## src/rtl/fifo_nibble_reader_if.sv

```systemverilog
// Read-side bundle for fifo_nibble_reader: the syncFIFO pop interface
// (r_en/dout/empty) and the packed-word valid/ready output stream.
// master = the reader, slave = the FIFO plus downstream consumer.
interface fifo_nibble_reader_if #(
  parameter int DATA_W = 4,
  parameter int PACK   = 2
);
  logic                     fifo_empty;
  logic                     r_en;
  logic [DATA_W-1:0]        fifo_dout;
  logic [DATA_W*PACK-1:0]   m_data;
  logic                     m_valid;
  logic                     m_ready;

  modport master (
    input  fifo_empty, fifo_dout, m_ready,
    output r_en, m_data, m_valid
  );

  modport slave (
    output fifo_empty, fifo_dout, m_ready,
    input  r_en, m_data, m_valid
  );
endinterface

```

## src/rtl/fifo_nibble_reader.sv

```systemverilog
// Pops nibbles from the 4-bit syncFIFO, packs PACK of them per word
// (first popped nibble in the least significant position), buffers finished
// words in a BUF_DEPTH-entry queue and offers them on a valid/ready stream.
// A word still being assembled reserves a queue slot, so the reader never
// pops data it could not store, and never pops an empty FIFO.
module fifo_nibble_reader #(
  parameter int DATA_W    = 4,
  parameter int PACK      = 2,
  parameter int BUF_DEPTH = 2,
  parameter int CNT_W     = 16
) (
  input  logic                 r_clk,
  input  logic                 rstn,
  input  logic                 enable,
  input  logic                 flush,
  fifo_nibble_reader_if.master bus,
  output logic [CNT_W-1:0]     word_count
);

  localparam int WORD_W = DATA_W * PACK;
  localparam int PART_W = (PACK > 1) ? $clog2(PACK) : 1;
  localparam int PTR_W  = $clog2(BUF_DEPTH);
  localparam int QCNT_W = $clog2(BUF_DEPTH + 1);

  logic [PART_W-1:0] part_cnt;
  logic [WORD_W-1:0] part_data;
  logic [WORD_W-1:0] next_word;
  logic              in_flight;
  logic [WORD_W-1:0] q_mem [BUF_DEPTH];
  logic [PTR_W-1:0]  wr_ptr;
  logic [PTR_W-1:0]  rd_ptr;
  logic [QCNT_W-1:0] q_count;
  logic [QCNT_W:0]   q_demand;
  logic              pop;
  logic              push;
  logic              pending;
  logic              last_nibble;

  function automatic logic [PTR_W-1:0] ptr_inc(input logic [PTR_W-1:0] p);
    return (p == PTR_W'(BUF_DEPTH - 1)) ? '0 : p + 1'b1;
  endfunction

  assign bus.m_valid = (q_count != '0);
  assign bus.m_data  = q_mem[rd_ptr];
  assign pop         = bus.m_valid & bus.m_ready;

  // Queue occupancy after this cycle's drain, plus one slot for any word in
  // progress; a new pop is allowed only while that stays below the depth.
  assign pending  = (part_cnt != '0) | in_flight;
  assign q_demand = {1'b0, q_count} - {{QCNT_W{1'b0}}, pop}
                  + {{QCNT_W{1'b0}}, pending};

  // Gated by rstn so nothing is popped while the reader is held in reset.
  assign bus.r_en = rstn & enable & ~flush & ~bus.fifo_empty
                  & (q_demand < (QCNT_W + 1)'(BUF_DEPTH));

  assign last_nibble = (part_cnt == PART_W'(PACK - 1));
  assign push        = in_flight & last_nibble;

  // Merge the arriving nibble into the partial word at its slot.
  always_comb begin
    next_word = part_data;
    for (int k = 0; k < PACK; k++) begin
      if (part_cnt == PART_W'(k)) begin
        next_word[k*DATA_W +: DATA_W] = bus.fifo_dout;
      end
    end
  end

  // Capture in-flight nibbles and track how many of the current word are held.
  always_ff @(posedge r_clk) begin
    if (!rstn) begin
      part_cnt  <= '0;
      part_data <= '0;
      in_flight <= 1'b0;
    end else if (flush) begin
      part_cnt  <= '0;
      in_flight <= 1'b0;
    end else begin
      in_flight <= bus.r_en;
      if (in_flight) begin
        part_data <= next_word;
        part_cnt  <= last_nibble ? '0 : part_cnt + 1'b1;
      end
    end
  end

  // Output queue: push completed words, pop on accept, both in one edge allowed.
  always_ff @(posedge r_clk) begin
    if (!rstn) begin
      for (int i = 0; i < BUF_DEPTH; i++) q_mem[i] <= '0;
      wr_ptr  <= '0;
      rd_ptr  <= '0;
      q_count <= '0;
    end else if (flush) begin
      wr_ptr  <= '0;
      rd_ptr  <= '0;
      q_count <= '0;
    end else begin
      if (push) begin
        q_mem[wr_ptr] <= next_word;
        wr_ptr        <= ptr_inc(wr_ptr);
      end
      if (pop) rd_ptr <= ptr_inc(rd_ptr);
      if (push & ~pop)      q_count <= q_count + 1'b1;
      else if (pop & ~push) q_count <= q_count - 1'b1;
    end
  end

  // Count words accepted downstream; flush does not touch the count.
  always_ff @(posedge r_clk) begin
    if (!rstn)    word_count <= '0;
    else if (pop) word_count <= word_count + 1'b1;
  end

endmodule
```

## src/flat_wrapper.sv

```systemverilog
// flat-port wrapper written by rule: the top's interface ports become plain ports
module fifo_nibble_reader_flat 
#(
  parameter int DATA_W    = 4,
  parameter int PACK      = 2,
  parameter int BUF_DEPTH = 2,
  parameter int CNT_W     = 16
)
  (r_clk, rstn, enable, flush, word_count, bus_fifo_empty, bus_fifo_dout, bus_m_ready, bus_r_en, bus_m_data, bus_m_valid);
  fifo_nibble_reader_if #(.DATA_W(DATA_W), .PACK(PACK)) bus_i ();
  input  logic r_clk;
  input  logic rstn;
  input  logic enable;
  input  logic flush;
  output logic [CNT_W-1:0] word_count;
  input wire logic [$bits(bus_i.fifo_empty)-1:0] bus_fifo_empty;
  input wire logic [$bits(bus_i.fifo_dout)-1:0] bus_fifo_dout;
  input wire logic [$bits(bus_i.m_ready)-1:0] bus_m_ready;
  output wire logic [$bits(bus_i.r_en)-1:0] bus_r_en;
  output wire logic [$bits(bus_i.m_data)-1:0] bus_m_data;
  output wire logic [$bits(bus_i.m_valid)-1:0] bus_m_valid;
  assign bus_i.fifo_empty = bus_fifo_empty;
  assign bus_i.fifo_dout = bus_fifo_dout;
  assign bus_i.m_ready = bus_m_ready;
  assign bus_r_en = bus_i.r_en;
  assign bus_m_data = bus_i.m_data;
  assign bus_m_valid = bus_i.m_valid;
  fifo_nibble_reader #(.DATA_W(DATA_W), .PACK(PACK), .BUF_DEPTH(BUF_DEPTH), .CNT_W(CNT_W)) u_core (.r_clk(r_clk), .rstn(rstn), .enable(enable), .flush(flush), .bus(bus_i), .word_count(word_count));
endmodule
```

## config.mk

```make
export PLATFORM = sky130hd
export DESIGN_NAME = fifo_nibble_reader_flat
export DESIGN_NICKNAME = d
export VERILOG_FILES = /design/src/rtl/fifo_nibble_reader_if.sv /design/src/rtl/fifo_nibble_reader.sv /design/src/flat_wrapper.sv
export SDC_FILE = /design/constraint.sdc
export NUM_CORES = 1
export LEC_CHECK = 0
export ABC_AREA = 1
export BUFFER_PORTS_ARGS = -buffer_cell sky130_fd_sc_hd__buf_4
export CORE_MARGIN = 8
export CORE_UTILIZATION = 40
export CTS_CLUSTER_SIZE = 25
export DETAILED_ROUTE_END_ITERATION = 8
export GPL_TIMING_DRIVEN = 0
export PLACE_DENSITY = 0.58
export SLEW_MARGIN = 0
export SYNTH_ARGS = -nofsm -noshare
export SYNTH_HDL_FRONTEND = slang
export SYNTH_SLANG_ARGS = --single-unit
```

## constraint.sdc

```tcl
create_clock -name r_clk -period 7.25 [get_ports r_clk]
set_input_delay 1.45 -clock r_clk [delete_from_list [all_inputs] [get_ports r_clk]]
set_output_delay 1.45 -clock r_clk [all_outputs]
set_load 0.05 [all_outputs]
```

==> results of run 1 <==
[through the flow]
step                      setup WS (ps)  util [%]  area [µm²]  power (µW)  hold WS, ps
after CTS                          2390      50.3        2590         468          464
after global placement             2430      48.7        2500         311          435
after detailed placement           2390      48.7        2500         312          452
after floorplan                    2530         -        2150         301          426
after global routing               2250      50.3        2590         481          505
final                              2400      50.3        2590         463          466
[kinds of logic (layout without fill, tap and decap cells)]
group	Yosys count	after routing	share of synthesized area, %
AOI/OAI and AO/OA	47	47	11.8
xor gates and xnor gates	1	1	0.407
adders and majority gates	4	4	2.68
buffers and inverters	28	71	5.29
DFF	47	47	51.2
muxes	14	14	6.98
and+or+nand+nor	102	102	21.7
[worst max-delay path by stage]
| stage | depth (start not counted) | end | start |
|---|---|---|---|
| floorplan | 8 | bus_r_en | bus_m_ready |
| global placement | 10 | bus_r_en | bus_m_ready |
| detailed placement | 10 | bus_r_en | bus_m_ready |
| CTS | 10 | bus_r_en | bus_m_ready |
| global route | 10 | bus_r_en | bus_m_ready |
| finish | 10 | bus_r_en | bus_m_ready |
[cell usage in the layout (no fill, tap or decap), drive strengths merged, types with 2 or more instances in the layout]
| cell type | instances |
|---|---|
| a21oi | 20 |
| buf | 38 |
| clkbuf | 8 |
| dfxtp | 31 |
| edfxtp | 16 |
| ha | 3 |
| inv | 23 |
| mux2 | 8 |
| mux2i | 6 |
| nand2 | 34 |
| nand3 | 12 |
| nand4 | 2 |
| nor2 | 52 |
| o211a | 2 |
| o21ai | 22 |
| o21bai | 2 |
[flip-flops by register name, summed over array words and instances (netlist names), named ones only]
register / count
u_core.wr_ptr: 1
u_core.word_count: 16
u_core.q_count: 2
u_core.in_flight: 1
u_core.rd_ptr: 1
u_core.q_mem: 16
u_core.last_nibble: 1
u_core.part_data: 8
[worst max-delay path: stages]
cell and delay (ps):
buf_4 110, inv_1 130, nor2_8 80, ha_1 290, o21bai_1 170, fa_1 490
nand2_1 50, a211oi_1 240, o211a_1 190, buf_4 190
[per-layer routing]
metal	vias up	share of wire [%]
met5	-	0
met1	769	50
met4	0	1.2
li1	897	-
met3	6	4.6
met2	36	45
[area by class of cell]
class,count,area [µm²]
fill,512,2550
sequential,47,1100
multi-input combinational,168,936
timing repair buffer,35,263
tap,70,87.6
inverter,23,86.3
clock buffer,6,72.6
buffer,5,27.5
clock inverter,2,12.5
[power breakdown]
group          total, µW  internal (µW)  leakage (µW)  switching [µW]
combinational       28.4           10.2      0.000605            18.3
clock                157           67.6     0.0000412            89.8
sequential           277            276      0.000415            1.40
==> results.yml, run 1 <==
power:
  leakage_uw: 0.00106
  cellPowerDensity_nw_per_um2: 179
  vdd_drop_max_mv: 0.0865
floorplan:
  pin_count: 36
  start_util_pct: 41.8
  fp-row-count: 26
  die_x_um: 89.3
  die_h_um: 89.3
  die_area_um2: 7980
  coreArea_um2: 5140
finish:
  final_nets: 299
  drive_above_1_share_pct: 22.0
  area_growth_pct: 20.2
  diodes: 0
  fin_cells: 356
synthesis:
  netlist_area_um2: 2150
  yosysMostFrequentCell: "nor2_1"
  synth_seq_cells: 47
  synth_cell_types: 29
  syn_area_per_cell_um2: 8.85
  yosys-top-cells-count: "nor2_1 (46), nand2_1 (33), dfxtp_1 (31)"
  synth_top_area_cell: "dfxtp_1"
  synthTopCellsByArea: "dfxtp_1 (29%), edfxtp_1 (22%), nor2_1 (8.0%)"
  synth_nets: 257
  synth_edf_count: 16
  synthArstFlopShare_pct: 0
  ys_seq_area_share_pct: 51.2
  syn_inst: 243
  synthFlopType: "dfxtp_1"
  synth_warnings: 0
  synth_top_area_share_pct: 28.9
route:
  vias: 1708
  drc: 0
  drt-pass1-iter-count: 4
  ant_nets: 0
  routed_wl_um: 4550
  wl_per_cell_um: 12.8
  routed_via_density: 4.80
  drt_iter0_markers: 83
clock_tree:
  clockBufferDepth: 2
  postCtsSetupBuffers: 0
  numCtsBuffers: 5
  clock_latency_ps: 300
  root_buffer: "clkbuf_8"
  post_cts_resized: 0
  clkTransAtPathRegs_ps: 90
  cts_hold_buf: 0
  clock_sinks: 47
  cts_tree: "done"
  cts-htree-levels: 2
global_routing:
  grtUsageTotal_pct: 12.1
  grt_util_met1_pct: 15.1
  gr-usage-met2_pct: 19.4
  use_met3_pct: 3.40
  busiest_layer: "met2"
  grt_pass1_wl_um: 7530
  grt_max_degree: 15
  grt_pass1_vias: 1638
  antenna_found_initial: 0
  grt_overflow: 0
critical_path:
  critPathKind: "in -> out"
  cp-end-kind: "output port"
  worstReg2RegStart: "u_core.q_count[0]"
  critPathMaxFanout: 9
  r2r_slack_ps: 5080
  reg2reg_depth: 8
  critPathLaunchType: "input pin"
  cp.arrival_ps: 3400
  required_ps: 5800
  r2r_end: "u_core.in_flight"
sta:
  relSlewSlack_pct: 67.0
  setup_tns_ps: 0
  hold_violations: 0
  fin_skew_ps: 7.35
  tightestPinTransition_ps: 492
  final-setup-viol-count: 0
  min_period_over_period_pct: 66.8
  rsz0062_at_grt: "no"
  period_needed_ps: 4850
  fmax_mhz: 206
  maxSlewViolCount: 0
place:
  port_buffers: 35
  place_hpwl_um: 3290
  dp.cells: 348
  place_congestion: 0.783
status:
  outcome: "finished clean"
min_path:
  hold_start: "u_core.rd_ptr"
  hold_path_end: "u_core.rd_ptr"
  hold_depth: 1
  hp-class: "reg -> reg"
flow_run:
  max_cap_viol_count: 0
No activity file was read; power rests on OpenSTA's default activity.
==> run 2: changes to the inputs <==
--- a/config.mk
+++ b/config.mk
@@ -5,7 +5,7 @@
 export SDC_FILE = /design/constraint.sdc
 export NUM_CORES = 1
 export LEC_CHECK = 0
-export ABC_AREA = 1
+export ABC_AREA = 0
 export BUFFER_PORTS_ARGS = -buffer_cell sky130_fd_sc_hd__buf_4
 export CORE_MARGIN = 8
 export CORE_UTILIZATION = 40
==> constraint.sdc (replaced) <==
create_clock -name r_clk -period 4.6 [get_ports r_clk]
set_input_delay 0.92 -clock r_clk [delete_from_list [all_inputs] [get_ports r_clk]]
set_output_delay 0.92 -clock r_clk [all_outputs]
set_load 0.05 [all_outputs]
==> run 2 against run 1 <==
Against the previous run:
- sequential cell count unchanged
- power up 66%
- utilization down 1.3 points
- sequential power up 57%
- register-to-register slack worse by 2600 ps
- count of clock-buffer cells in the layout up 1
- synthesized cell count down 16%
- clock skew down 1.7 ps
- largest cell class unchanged
==> results.yml, run 2 <==
critical_path:
  crit_start: "bus_m_ready"
  r2r_slack_ps: 2470
  critPathLaunchType: "input pin"
  max_stage_delay_ps: 380
  cp.arrival_ps: 2740
  cp-end-kind: "output port"
  cp-endpoint: "bus_r_en"
  worstPathCellList: "buf_4 > o21ai_4 > inv_2 > ha_1 > o21bai_1 > fa_1 > xor2_1 > nor3_1 > buf_4"
  required_ps: 3680
  reg2reg_depth: 7
  critPathMaxFanout: 9
  worstReg2RegStart: "u_core.q_count[1]"
  critPathKind: "in -> out"
  critPathMostFrequentCell: "buf_4"
  slowest_stage: "fa_1"
  r2r_end: "u_core.in_flight"
min_path:
  hold_depth: 2
  hp-class: "reg -> reg"
  hold_start: "u_core.word_count[15]"
floorplan:
  start_util_pct: 40.6
  pin_count: 36
  fp-row-count: 27
  die_h_um: 89.8
  die_area_um2: 8070
  die_x_um: 89.8
  coreArea_um2: 5370
synthesis:
  synth_edf_count: 16
  syn_area_per_cell_um2: 10.7
  synth_top_area_cell: "dfxtp_1"
  synth_top_area_share_pct: 28.5
  netlist_area_um2: 2180
  synth_cell_types: 33
  synthArstFlopShare_pct: 0
  synthFlopType: "dfxtp_1"
  synth_seq_cells: 47
  synth_warnings: 0
  syn_inst: 203
  yosys-top-cells-count: "nor2_1 (41), dfxtp_1 (31), mux2i_1 (19)"
  synthTopCellsByArea: "dfxtp_1 (28%), edfxtp_1 (22%), mux2i_1 (8.7%)"
  yosysMostFrequentCell: "nor2_1"
  synth_nets: 217
  ys_seq_area_share_pct: 50.5
route:
  ant_nets: 0
  routed_via_density: 4.70
  vias: 1491
  wl_per_cell_um: 12.8
  drc: 0
  routed_wl_um: 4060
  drt_iter0_markers: 49
  drt-pass1-iter-count: 4
finish:
  fin_cells: 317
  seq_area_um2: 1100
  fin_area_um2: 2630
  area_growth_pct: 20.7
  multi_input_area_um2: 1010
  drive_above_1_share_pct: 26.5
  diodes: 0
  largestRegisters: "u_core.q_mem (16), u_core.word_count (16), u_core.part_data (8)"
  mostFrequentLayoutCells: "nor2_1 (41), buf_4 (34), dfxtp_1 (31), mux2i_1 (19), edfxtp_1 (16)"
  final_nets: 258
  n_fill_cell: 517
  layout.cells.most_common: "nor2_1"
clock_tree:
  cts_tree: "done"
  numCtsBuffers: 5
  clock_latency_ps: 290
  clockBufferDepth: 2
  clock_sinks: 47
  cts_hold_buf: 0
  cts-htree-levels: 2
  root_buffer: "clkbuf_8"
  postCtsSetupBuffers: 0
  post_cts_resized: 0
  clkTransAtPathRegs_ps: 80
sta:
  hold_violations: 0
  relSlewSlack_pct: 67.3
  tightestPinTransition_ps: 491
  holdWs_ps: 486
  fin_skew_ps: 5.62
  setup_tns_ps: 0
  maxSlewViolCount: 0
  rsz0062_at_grt: "no"
  period_needed_ps: 3660
  final-setup-viol-count: 0
  setup_ws_ps: 935
  min_period_over_period_pct: 79.7
  fmax_mhz: 273
status:
  outcome: "finished clean"
place:
  place_hpwl_um: 3000
  postPlaceCellArea_um2: 2520
  dp.cells: 309
  dpl_worst_slack_ps: 911
  port_buffers: 34
  place_congestion: 0.704
global_routing:
  grt_pass1_wl_um: 6930
  antenna_found_initial: 0
  grtUsageTotal_pct: 10.4
  grt_max_degree: 15
  grt_overflow: 0
  grt_pass1_vias: 1483
power:
  cellPowerDensity_nw_per_um2: 292
  leakage_uw: 0.00106
  vdd_drop_max_mv: 0.151
flow_run:
  max_cap_viol_count: 0
[run 2: cell families (layout without fill, tap and decap cells)]
| group | after synthesis | count (layout) | synth area share [%] |
|---|---|---|---|
| AND/OR/NAND/NOR | 85 | 85 | 20.6 |
| adder cells (fa/ha/maj) | 4 | 4 | 2.64 |
| flip-flops | 47 | 47 | 50.5 |
| XOR/XNOR | 17 | 17 | 6.83 |
| buffers and inverters | 15 | 57 | 3.16 |
| AO/OA/AOI/OAI | 8 | 8 | 3.44 |
| multiplexers | 27 | 27 | 12.9 |
[run 2: how the worst min path moves through the flow]
stage / end / slack (ps)
2_1_floorplan: u_core.part_data[0] / 460
3_3_place_gp: u_core.word_count[15] / 460
3_5_place_dp: u_core.word_count[15] / 470
4_1_cts: u_core.word_count[15] / 490
5_1_grt: u_core.word_count[15] / 510
6_report: u_core.word_count[15] / 490
[run 2: metrics by stage]
step | utilization (%) | total power [µW]
floorplan | - | 470
global placement | 47.0 | 487
detailed placement | 47.0 | 487
CTS | 49.0 | 782
global route | 49.0 | 801
finish | 49.0 | 770
[run 2: critical path, delay by kind of cell]
family,cells,cell delay [ps]
adder cells (fa/ha/maj),2,680
buffers and inverters,3,500
AO/OA/AOI/OAI,2,290
AND/OR/NAND/NOR,1,190
XOR/XNOR,1,160
[run 2: area by class of cell]
| class | instances | area share (%) |
|---|---|---|
| Clock inverter | 1 | 1.14 |
| Clock buffer | 7 | 2.90 |
| Multi-Input combinational cell | 141 | 38.4 |
| Tap cell | 72 | 3.42 |
| Inverter | 6 | 0.856 |
| Sequential cell | 47 | 41.8 |
| Timing Repair Buffer | 34 | 9.70 |
| Buffer | 9 | 1.76 |
[run 2: where the power goes]
group | total, µW | switching, µW | leakage (µW) | internal [µW]
sequential | 435 | 1.69 | 0.000415 | 433
combinational | 41.5 | 26.9 | 0.000593 | 14.6
clock | 293 | 130 | 0.0000524 | 163
[run 2: routing by layer]
layer	vias up	wire (µm)	track usage (%)
met5	-	0	0
met4	0	58	4.51
met3	7	183	3.49
met2	29	1970	17.4
met1	683	1850	11.7
li1	772	-	-
